**src/rtl/display_arbiter_if.sv**
```systemverilog
// Handshake bundle between the two display sources and display_arbiter.
// The master side is the pair of value sources; the slave side is the arbiter,
// which returns the grants, the selected display word and the blank flag.
interface display_arbiter_if;
    logic        req_a;
    logic [15:0] data_a;
    logic        req_b;
    logic [15:0] data_b;
    logic        gnt_a;
    logic        gnt_b;
    logic [15:0] digito;
    logic        blank;

    modport master (
        output req_a, data_a, req_b, data_b,
        input  gnt_a, gnt_b, digito, blank
    );

    modport slave (
        input  req_a, data_a, req_b, data_b,
        output gnt_a, gnt_b, digito, blank
    );
endinterface

```
**src/rtl/display_arbiter.sv**
```systemverilog
// display_arbiter: round-robin sharing of one four-digit multiplexed display
// between source A (keypad entry) and source B (computed result). A granted
// source keeps the display for at least HOLD_CYCLES cycles; its value is
// refreshed live while it keeps requesting and frozen once it lets go.
// Optional feature macro DISP_ARB_BLINK_EN: blinks a stale frozen value by
// toggling blank every BLINK_CYCLES stale cycles.
module display_arbiter #(
    parameter int HOLD_CYCLES  = 1000,
    parameter int BLINK_CYCLES = 500
) (
    input  logic              clk,
    input  logic              rst,
    display_arbiter_if.slave  bus
);

    localparam int            CW      = $clog2(HOLD_CYCLES + 1);
    localparam logic [CW-1:0] CNT_MAX = CW'(HOLD_CYCLES - 1);

    // Reject illegal parameterisations at elaboration time.
    if (HOLD_CYCLES < 1 || BLINK_CYCLES < 1) begin : g_bad_params
        $error("display_arbiter: HOLD_CYCLES and BLINK_CYCLES must be >= 1");
    end

    typedef enum logic [1:0] {
        ST_IDLE   = 2'd0,
        ST_SHOW_A = 2'd1,
        ST_SHOW_B = 2'd2
    } state_e;

    typedef enum logic {
        SRC_A = 1'b0,
        SRC_B = 1'b1
    } src_e;

    state_e          state_q, state_d;
    src_e            last_q,  last_d;
    logic [CW-1:0]   cnt_q,   cnt_d;
    logic [15:0]     digito_q, digito_d;
    logic            gnt_a_q, gnt_a_d;
    logic            gnt_b_q, gnt_b_d;
    logic            blank_q, blank_d;
    logic            expired;

`ifdef DISP_ARB_BLINK_EN
    localparam int            BW       = (BLINK_CYCLES > 1) ? $clog2(BLINK_CYCLES) : 1;
    localparam logic [BW-1:0] BLINK_MAX = BW'(BLINK_CYCLES - 1);

    logic [BW-1:0]   bcnt_q, bcnt_d;
    logic            phase_q, phase_d;
    logic            stale;
`endif

    assign expired = (cnt_q == CNT_MAX);

    // Next owner, round-robin pointer, hold counter and display word.
    always_comb begin
        // NOTE: every next-state value gets a default first so no path infers a latch.
        state_d  = state_q;
        last_d   = last_q;
        cnt_d    = cnt_q;
        digito_d = digito_q;

        case (state_q)
            ST_IDLE: begin
                // Sole requester wins; on a tie the source not served last wins.
                if (bus.req_a && (!bus.req_b || last_q == SRC_B)) begin
                    state_d  = ST_SHOW_A;
                    last_d   = SRC_A;
                    cnt_d    = '0;
                    digito_d = bus.data_a;
                end else if (bus.req_b) begin
                    state_d  = ST_SHOW_B;
                    last_d   = SRC_B;
                    cnt_d    = '0;
                    digito_d = bus.data_b;
                end
            end

            ST_SHOW_A: begin
                if (expired && bus.req_b) begin
                    state_d  = ST_SHOW_B;
                    last_d   = SRC_B;
                    cnt_d    = '0;
                    digito_d = bus.data_b;
                end else begin
                    if (!expired) begin
                        cnt_d = cnt_q + CW'(1);
                    end
                    if (bus.req_a) begin
                        digito_d = bus.data_a;
                    end
                end
            end

            ST_SHOW_B: begin
                if (expired && bus.req_a) begin
                    state_d  = ST_SHOW_A;
                    last_d   = SRC_A;
                    cnt_d    = '0;
                    digito_d = bus.data_a;
                end else begin
                    if (!expired) begin
                        cnt_d = cnt_q + CW'(1);
                    end
                    if (bus.req_b) begin
                        digito_d = bus.data_b;
                    end
                end
            end

            default: begin
                state_d = ST_IDLE;
            end
        endcase
    end

    // Grant and blank outputs, computed from the next state so they register cleanly.
    always_comb begin
        gnt_a_d = (state_d == ST_SHOW_A);
        gnt_b_d = (state_d == ST_SHOW_B);
`ifdef DISP_ARB_BLINK_EN
        stale = ((state_q == ST_SHOW_A) && expired && !bus.req_a) ||
                ((state_q == ST_SHOW_B) && expired && !bus.req_b);
        bcnt_d  = '0;
        phase_d = 1'b0;
        // Blink only while the owner stays put with a stale value; a hand-over clears it.
        if (stale && (state_d == state_q)) begin
            if (bcnt_q == BLINK_MAX) begin
                bcnt_d  = '0;
                phase_d = ~phase_q;
            end else begin
                bcnt_d  = bcnt_q + BW'(1);
                phase_d = phase_q;
            end
        end
        blank_d = (state_d == ST_IDLE) || phase_d;
`else
        blank_d = (state_d == ST_IDLE);
`endif
    end

    // State and registered outputs, all cleared asynchronously by rst.
    always_ff @(posedge clk or posedge rst) begin
        if (rst) begin
            state_q  <= ST_IDLE;
            last_q   <= SRC_B;
            cnt_q    <= '0;
            digito_q <= 16'h0000;
            gnt_a_q  <= 1'b0;
            gnt_b_q  <= 1'b0;
            blank_q  <= 1'b1;
`ifdef DISP_ARB_BLINK_EN
            bcnt_q   <= '0;
            phase_q  <= 1'b0;
`endif
        end else begin
            // NOTE: non-blocking so every register samples the pre-edge values.
            state_q  <= state_d;
            last_q   <= last_d;
            cnt_q    <= cnt_d;
            digito_q <= digito_d;
            gnt_a_q  <= gnt_a_d;
            gnt_b_q  <= gnt_b_d;
            blank_q  <= blank_d;
`ifdef DISP_ARB_BLINK_EN
            bcnt_q   <= bcnt_d;
            phase_q  <= phase_d;
`endif
        end
    end

    assign bus.gnt_a  = gnt_a_q;
    assign bus.gnt_b  = gnt_b_q;
    assign bus.digito = digito_q;
    assign bus.blank  = blank_q;

endmodule
```
**src/flat_wrapper.sv**
```systemverilog
// flat-port wrapper written by rule: the top's interface ports become plain ports
module display_arbiter_flat 
#(
    parameter int HOLD_CYCLES  = 1000,
    parameter int BLINK_CYCLES = 500
)
  (clk, rst, bus_req_a, bus_data_a, bus_req_b, bus_data_b, bus_gnt_a, bus_gnt_b, bus_digito, bus_blank);
  display_arbiter_if bus_i ();
  input  logic clk;
  input  logic rst;
  input wire logic [$bits(bus_i.req_a)-1:0] bus_req_a;
  input wire logic [$bits(bus_i.data_a)-1:0] bus_data_a;
  input wire logic [$bits(bus_i.req_b)-1:0] bus_req_b;
  input wire logic [$bits(bus_i.data_b)-1:0] bus_data_b;
  output wire logic [$bits(bus_i.gnt_a)-1:0] bus_gnt_a;
  output wire logic [$bits(bus_i.gnt_b)-1:0] bus_gnt_b;
  output wire logic [$bits(bus_i.digito)-1:0] bus_digito;
  output wire logic [$bits(bus_i.blank)-1:0] bus_blank;
  assign bus_i.req_a = bus_req_a;
  assign bus_i.data_a = bus_data_a;
  assign bus_i.req_b = bus_req_b;
  assign bus_i.data_b = bus_data_b;
  assign bus_gnt_a = bus_i.gnt_a;
  assign bus_gnt_b = bus_i.gnt_b;
  assign bus_digito = bus_i.digito;
  assign bus_blank = bus_i.blank;
  display_arbiter #(.HOLD_CYCLES(HOLD_CYCLES), .BLINK_CYCLES(BLINK_CYCLES)) u_core (.clk(clk), .rst(rst), .bus(bus_i));
endmodule
```
**config.mk**
```make
export PLATFORM = sky130hd
export DESIGN_NAME = display_arbiter_flat
export DESIGN_NICKNAME = d
export VERILOG_FILES = /design/src/rtl/display_arbiter_if.sv /design/src/rtl/display_arbiter.sv /design/src/flat_wrapper.sv
export SDC_FILE = /design/constraint.sdc
export NUM_CORES = 1
export LEC_CHECK = 0
export ABC_CLOCK_PERIOD_IN_PS = 2160
export CAP_MARGIN = 20
export CELL_PAD_IN_SITES_DETAIL_PLACEMENT = 1
export CELL_PAD_IN_SITES_GLOBAL_PLACEMENT = 1
export CORE_ASPECT_RATIO = 1.1
export CORE_UTILIZATION = 39
export CTS_CLUSTER_SIZE = 40
export DETAILED_ROUTE_END_ITERATION = 12
export HOLD_SLACK_MARGIN = 0.03
export PLACE_DENSITY = 0.87
export REMOVE_ABC_BUFFERS = 1
export SETUP_SLACK_MARGIN = 0.1
export SYNTH_ARGS = -nofsm -noshare
export SYNTH_HDL_FRONTEND = slang
export SYNTH_SLANG_ARGS = --single-unit
```
**constraint.sdc**
```tcl
create_clock -name clk -period 2.16 [get_ports clk]
set_input_delay 0.648 -clock clk [delete_from_list [all_inputs] [get_ports clk]]
set_output_delay 0.648 -clock clk [all_outputs]
set_load 0.03 [all_outputs]
```
* Word-level counts from Yosys, hierarchy flattened
Cells that the tools add are included.
Storage, ports and cells: bits in registers 32, input bits 36, output and inout bits 19, logic and storage cells 50
Cells by class: add/subtract/negate cells 1, equal/unequal tests 9, multiplexer cells 22, reduce and logical (&&, ||, !) cells 11
Operator list (count):
- 16-bit 2-to-1 mux | 5
- 10-bit 2-to-1 mux | 5
- 16-bit one-hot mux with 3 select lines | 1
- 10-bit one-hot mux with 3 select lines | 1
- 10-bit by 1-bit adder with 10-bit output (second input constant) | 1
- 10-bit == test (second input constant) | 1
- 2-bit 2-to-1 mux | 4
- 3-bit by 2-bit inequality test with 1-bit output (second input constant) | 2
- 2-bit one-hot mux with 3 select lines | 1
- 2-bit by 1-bit == test with 1-bit output (second input constant) | 2
- 2-bit == test (second input constant) | 2
- 2-bit zero test | 2
- 1-bit 2-to-1 mux | 4
- 2-bit by 1-bit inequality test with 1-bit output (second input constant) | 2
- 2-bit AND reduction | 2
- 4-bit AND reduction | 1
- 1-bit logical AND | 3
- 1-bit one-hot mux with 3 select lines | 1
- 3-bit nonzero test | 1
- 1-bit zero test | 1
- 1-bit logical OR | 1

* Logic depth before layout (Yosys ltp)
word-level depth 6, depth in mapped cells 8, gate-level depth less buffers 7

* Worst setup path before layout
OpenSTA, ideal clock, no wires.
path type input to register, start point input port bus_req_b, end point register u_core.digito_q[2] (netlist: u_core.bus.digito[2]), data arrival time 1919 ps, data required time 2080 ps, slack 160 ps, stages on the path 7, buffers on the path 3, path through buf_2 -> nand2b_1 -> nand2_1 -> clkbuf_1 -> clkbuf_1 -> o2111ai_1 -> o211ai_2
Between the ends: longest elaborated chain between the ends 5, elaborated cells on any way between the ends 11
Ends and longest elaborated chain:
- from (decl) | line flat_wrapper.sv:13 | input wire logic [$bits(bus_i.req_b)-1:0] bus_req_b;
- 1-bit zero test | line display_arbiter.sv:66 | if (bus.req_a && (!bus.req_b || last_q == SRC_B)) begin
- 1-bit logical OR | line display_arbiter.sv:66
- 1-bit logical AND | line display_arbiter.sv:66
- 16-bit 2-to-1 mux | line display_arbiter.sv:66
- 16-bit one-hot mux with 3 select lines | line display_arbiter.sv:63 | case (state_q)
- to (signal assigned) | line display_arbiter.sv:161 | digito_q <= digito_d;
- to (decl) | line display_arbiter.sv:38 | logic [15:0] digito_q, digito_d;
Several ways; a longest one is shown, not always the timed one. A chain may end at the register's enable or synchronous reset.

* Worst setup path in the final report
start point register u_core.digito_q[14] (netlist: u_core.bus.digito[14]), end point output port bus_digito[14]
RTL lines:
- to (decl) | line flat_wrapper.sv:17 | output wire logic [$bits(bus_i.digito)-1:0] bus_digito;
No word-level cell between the ends.

==> metrics.md <==
| Metric | Value |
|---|---|
| # hold bufs at CTS | `0` |
| Cell leakage power | `~1.5 nW` |
| Largest family of logic cells by synthesized area | `compound AO/OA/AOI/OAI gates` |
| Type of the worst setup path | `reg -> out` |
| WP data required | `between 1.5 and 2 ns` |
| Wire length per cell | `between 20 and 25 um` |
| Grt total ovfl | `0` |
| Initial Util | `41.0%` |
| Number of enable flip-flop cells after synthesis | `0` |
| Hold Fails Final Rpt | `0` |
| CP max stage delay | `between 0.7 and 0.8 ns` |
| Synth cell types | `48` |
| Design area | `approximately 3500 um2` |
| Most common cell in the netlist | `dfrtp_1` |
| Top post-synthesis cells by area | `dfrtp_1 (29%), mux2i_1 (10%), mux2_2 (5.7%), o211ai_2 (5.4%), o2111ai_1 (4.1%)` |
| DIE AREA | `between 6000 and 7000 um2` |
| Vias/cell | `6.06` |
| Flops & latches, synth | `32` |
| Worst path buffer plus inverter count | `1` |
| Mapped Cells | `~270` |
| Share of cells above drive strength 1 | `about 25%` |
| Clk sinks | `32` |
| Sequential power share | `~23%` |
| HPWL Detailed | `6.35 mm` |
| Slowest stage cell on the critical path | `clkdlybuf4s50_1` |
| Cells along the critical path | `clkdlybuf4s50_1` |
| Critical-path maximum fanout | `2` |
| Post-synthesis average cell area | `approximately 9.7 um2` |
| Rel. slew slack | `a little over two thirds` |
| Sw Share | `a little under half` |
| Initial antenna violation count | `0` |
| Status | `completed` |
| Synth Area in Compound Gates | `between 20 and 30%` |
| Die Height | `87.1 um` |
| Count of input and output buffers | `54` |
| Final setup vio count | `0` |
| CP Launch Type | `register` |
| Die Width | `79.4 um` |
| Tot Pwr | `4.41 mW` |
| Xor/xnor share of the synthesized area | `0%` |
| Synth area leader | `dfrtp_1` |
| Family with the most delay on the worst path | `buffers and inverters` |
| Max Freq | `491 MHz` |
| Pins over their slew limit | `0` |
| Internal power | `around 2.3 mW` |
| Clock transition at the registers of the reported paths | `0.07 ns` |
| Min Clock Period, post-route | `2.04 ns` |
| CTS tree | `built` |
| Num CTS Buffers | `5` |
| Post-synthesis adder-cell area fraction | `around 2.4%` |
| CTS max path bufs | `2` |
| Root Driver | `clkbuf_8` |
| Gr usage total | `a little over a quarter` |
| Top cell type's share of synthesized area | `just under 30%` |
| Final WL | `a little under 9 mm` |
| Unrepaired setup endpoints after global routing | `false` |
| Final Cycle Share | `between 90% and 100%` |
| Top FF cell, synth | `dfrtp_1` |
| 1st-iter DRT viols | `105` |
| Antenna Nets Post-Route | `0` |
| Pwr dens | `~1200 nW/um2` |
| Max rail drop VDD | `between 0.6 and 0.7 mV` |
| Clock Latency Late Sink | `slightly below 0.3 ns` |
| Post-synth ARST share | `100%` |
| Combinational Power Share | `between 60 and 70%` |
| MaxCap Viol Count | `0` |
| Tightest Hold Check Type | `reg -> reg` |
| Synth Area in Simple Gates | `a little under a fifth` |
| Largest net degree at the start of global routing | `33` |
| DRC violations left | `0` |
| RePlAce Congestion | `0.828` |
| DR vias | `~2,600` |
| Least-Margin Pin Slew | `0.443 ns` |
| DP Area | `approximately 3400 um2` |
| Mux cell area share after synthesis | `between 15 and 20%` |
| Clock Skew | `between 0.006 and 0.007 ns` |
| Final #Nets | `382` |
| Commonest cells in the netlist | `dfrtp_1 (30), mux2i_1 (26), nand2_1 (26)` |
| Number of global-route vias before repair | `around 2,800` |
| Ant. Diodes | `0` |
| Core Region | `6270 um2` |
| H-tree depth | `2` |
| Post-Place Cells | `a little over 400` |
| Core Rows | `30` |
| Post-synthesis sequential area ratio | `between 30% and 40%` |
| First drt pass iteration count | `4` |
| Finished Layout Cells | `between 400 and 500` |
| First-pass GRT wire length | `14.2 mm` |
| CP arrival | `around 1.4 ns` |
| Mapped Area | `~2600 um2` |
| Crit. End Element | `output pin` |
| Net Switching | `2.07 mW` |
| Hold slack | `between 0.5 and 0.6 ns` |
| Clk pwr share | `~11%` |
| I/O Pins | `between 50 and 60` |
| Yosys synthesis warning count | `0` |
| Layout area overhead | `38.0%` |
==> state kept, by name, indices dropped and copies added, names as in the netlist <==
| register | flops |
|---|---|
| u_core.bus.gnt_a | 1 |
| u_core.last_q | 1 |
| u_core.bus.digito | 16 |
| u_core.cnt_q | 10 |
| u_core.bus.gnt_b | 1 |
| u_core.bus.blank | 1 |
| u_core.state_q | 2 |
==> power by group through the flow <==
stage	registers [mW]	logic (mW)	clock network [mW]
detailed placement	0.994	2.83	0
global placement	0.988	2.71	0
floorplan	1.28	1.38	0
finish	0.994	2.93	0.491
global route	1.01	3.11	0.524
CTS	0.989	2.88	0.501
==> placed cells by master, fill, tap and decap left out, drive strengths merged, types with 12 or more instances in the layout <==
master / count
o22a: 12
o211ai: 15
clkdlybuf4s50: 50
buf: 33
mux2i: 26
nand2: 26
inv: 15
dfrtp: 30
mux2: 13
o2111ai: 12
nand2b: 16
==> logic make-up after synthesis <==
group                      Yosys count
and+or+nand+nor                     78
AOI/OAI and AO/OA                   78
buffers and inverters               33
DFF                                 32
muxes                               39
adders and majority gates            5
==> metrics by stage <==
stage          TNS, ns  setup WS (ns)  util (%)
2_1_floorplan    -3.52         -0.315         -
4_1_cts              0          0.115      55.8
5_1_grt              0         0.0964      56.5
3_5_place_dp     -8.59         -0.377      53.9
6_report             0          0.124      56.5
3_3_place_gp     -5.41         -0.243      53.9
==> repair_timing <==
item,CTS,global route
setup buffers,0,2
pin swaps,2,1
gates resized for setup,11,6
hold endpoints to repair,0,0
setup endpoints to repair,28,21
cloned,0,0
==> final cells by class <==
| cell class | instances | area [um2] |
|---|---|---|
| multi-input combinational | 200 | 1660 |
| timing repair buffer | 87 | 832 |
| fill | 676 | 2730 |
| inverter | 15 | 56.3 |
| sequential | 32 | 805 |
| clock buffer | 8 | 90.1 |
| tap | 80 | 100 |
==> per-layer routing <==
| layer | global-route usage (%) | share of wire [%] | wire (um) |
|---|---|---|---|
| met3 | 3.87 | 3.4 | 301 |
| met5 | 0 | 0 | 0 |
| met4 | 9.92 | 2.5 | 218 |
| met1 | 31.0 | 41 | 3620 |
| met2 | 50.0 | 53 | 4610 |
==> worst paths after layout <==
check,startpoint,cells past startpoint,endpoint,slack [ns]
max in group asynchronous,rst,3,u_core.bus.blank,1.06
max reg2reg,u_core.cnt_q[1],6,u_core.last_q,0.19
max,u_core.bus.digito[14],1,bus_digito[14],0.12
min,u_core.bus.digito[12],2,u_core.bus.digito[12],0.50
min in group asynchronous,rst,3,u_core.bus.digito[13],0.75
min reg2reg,u_core.bus.digito[12],2,u_core.bus.digito[12],0.50
(Power assumes the default switching activity.)
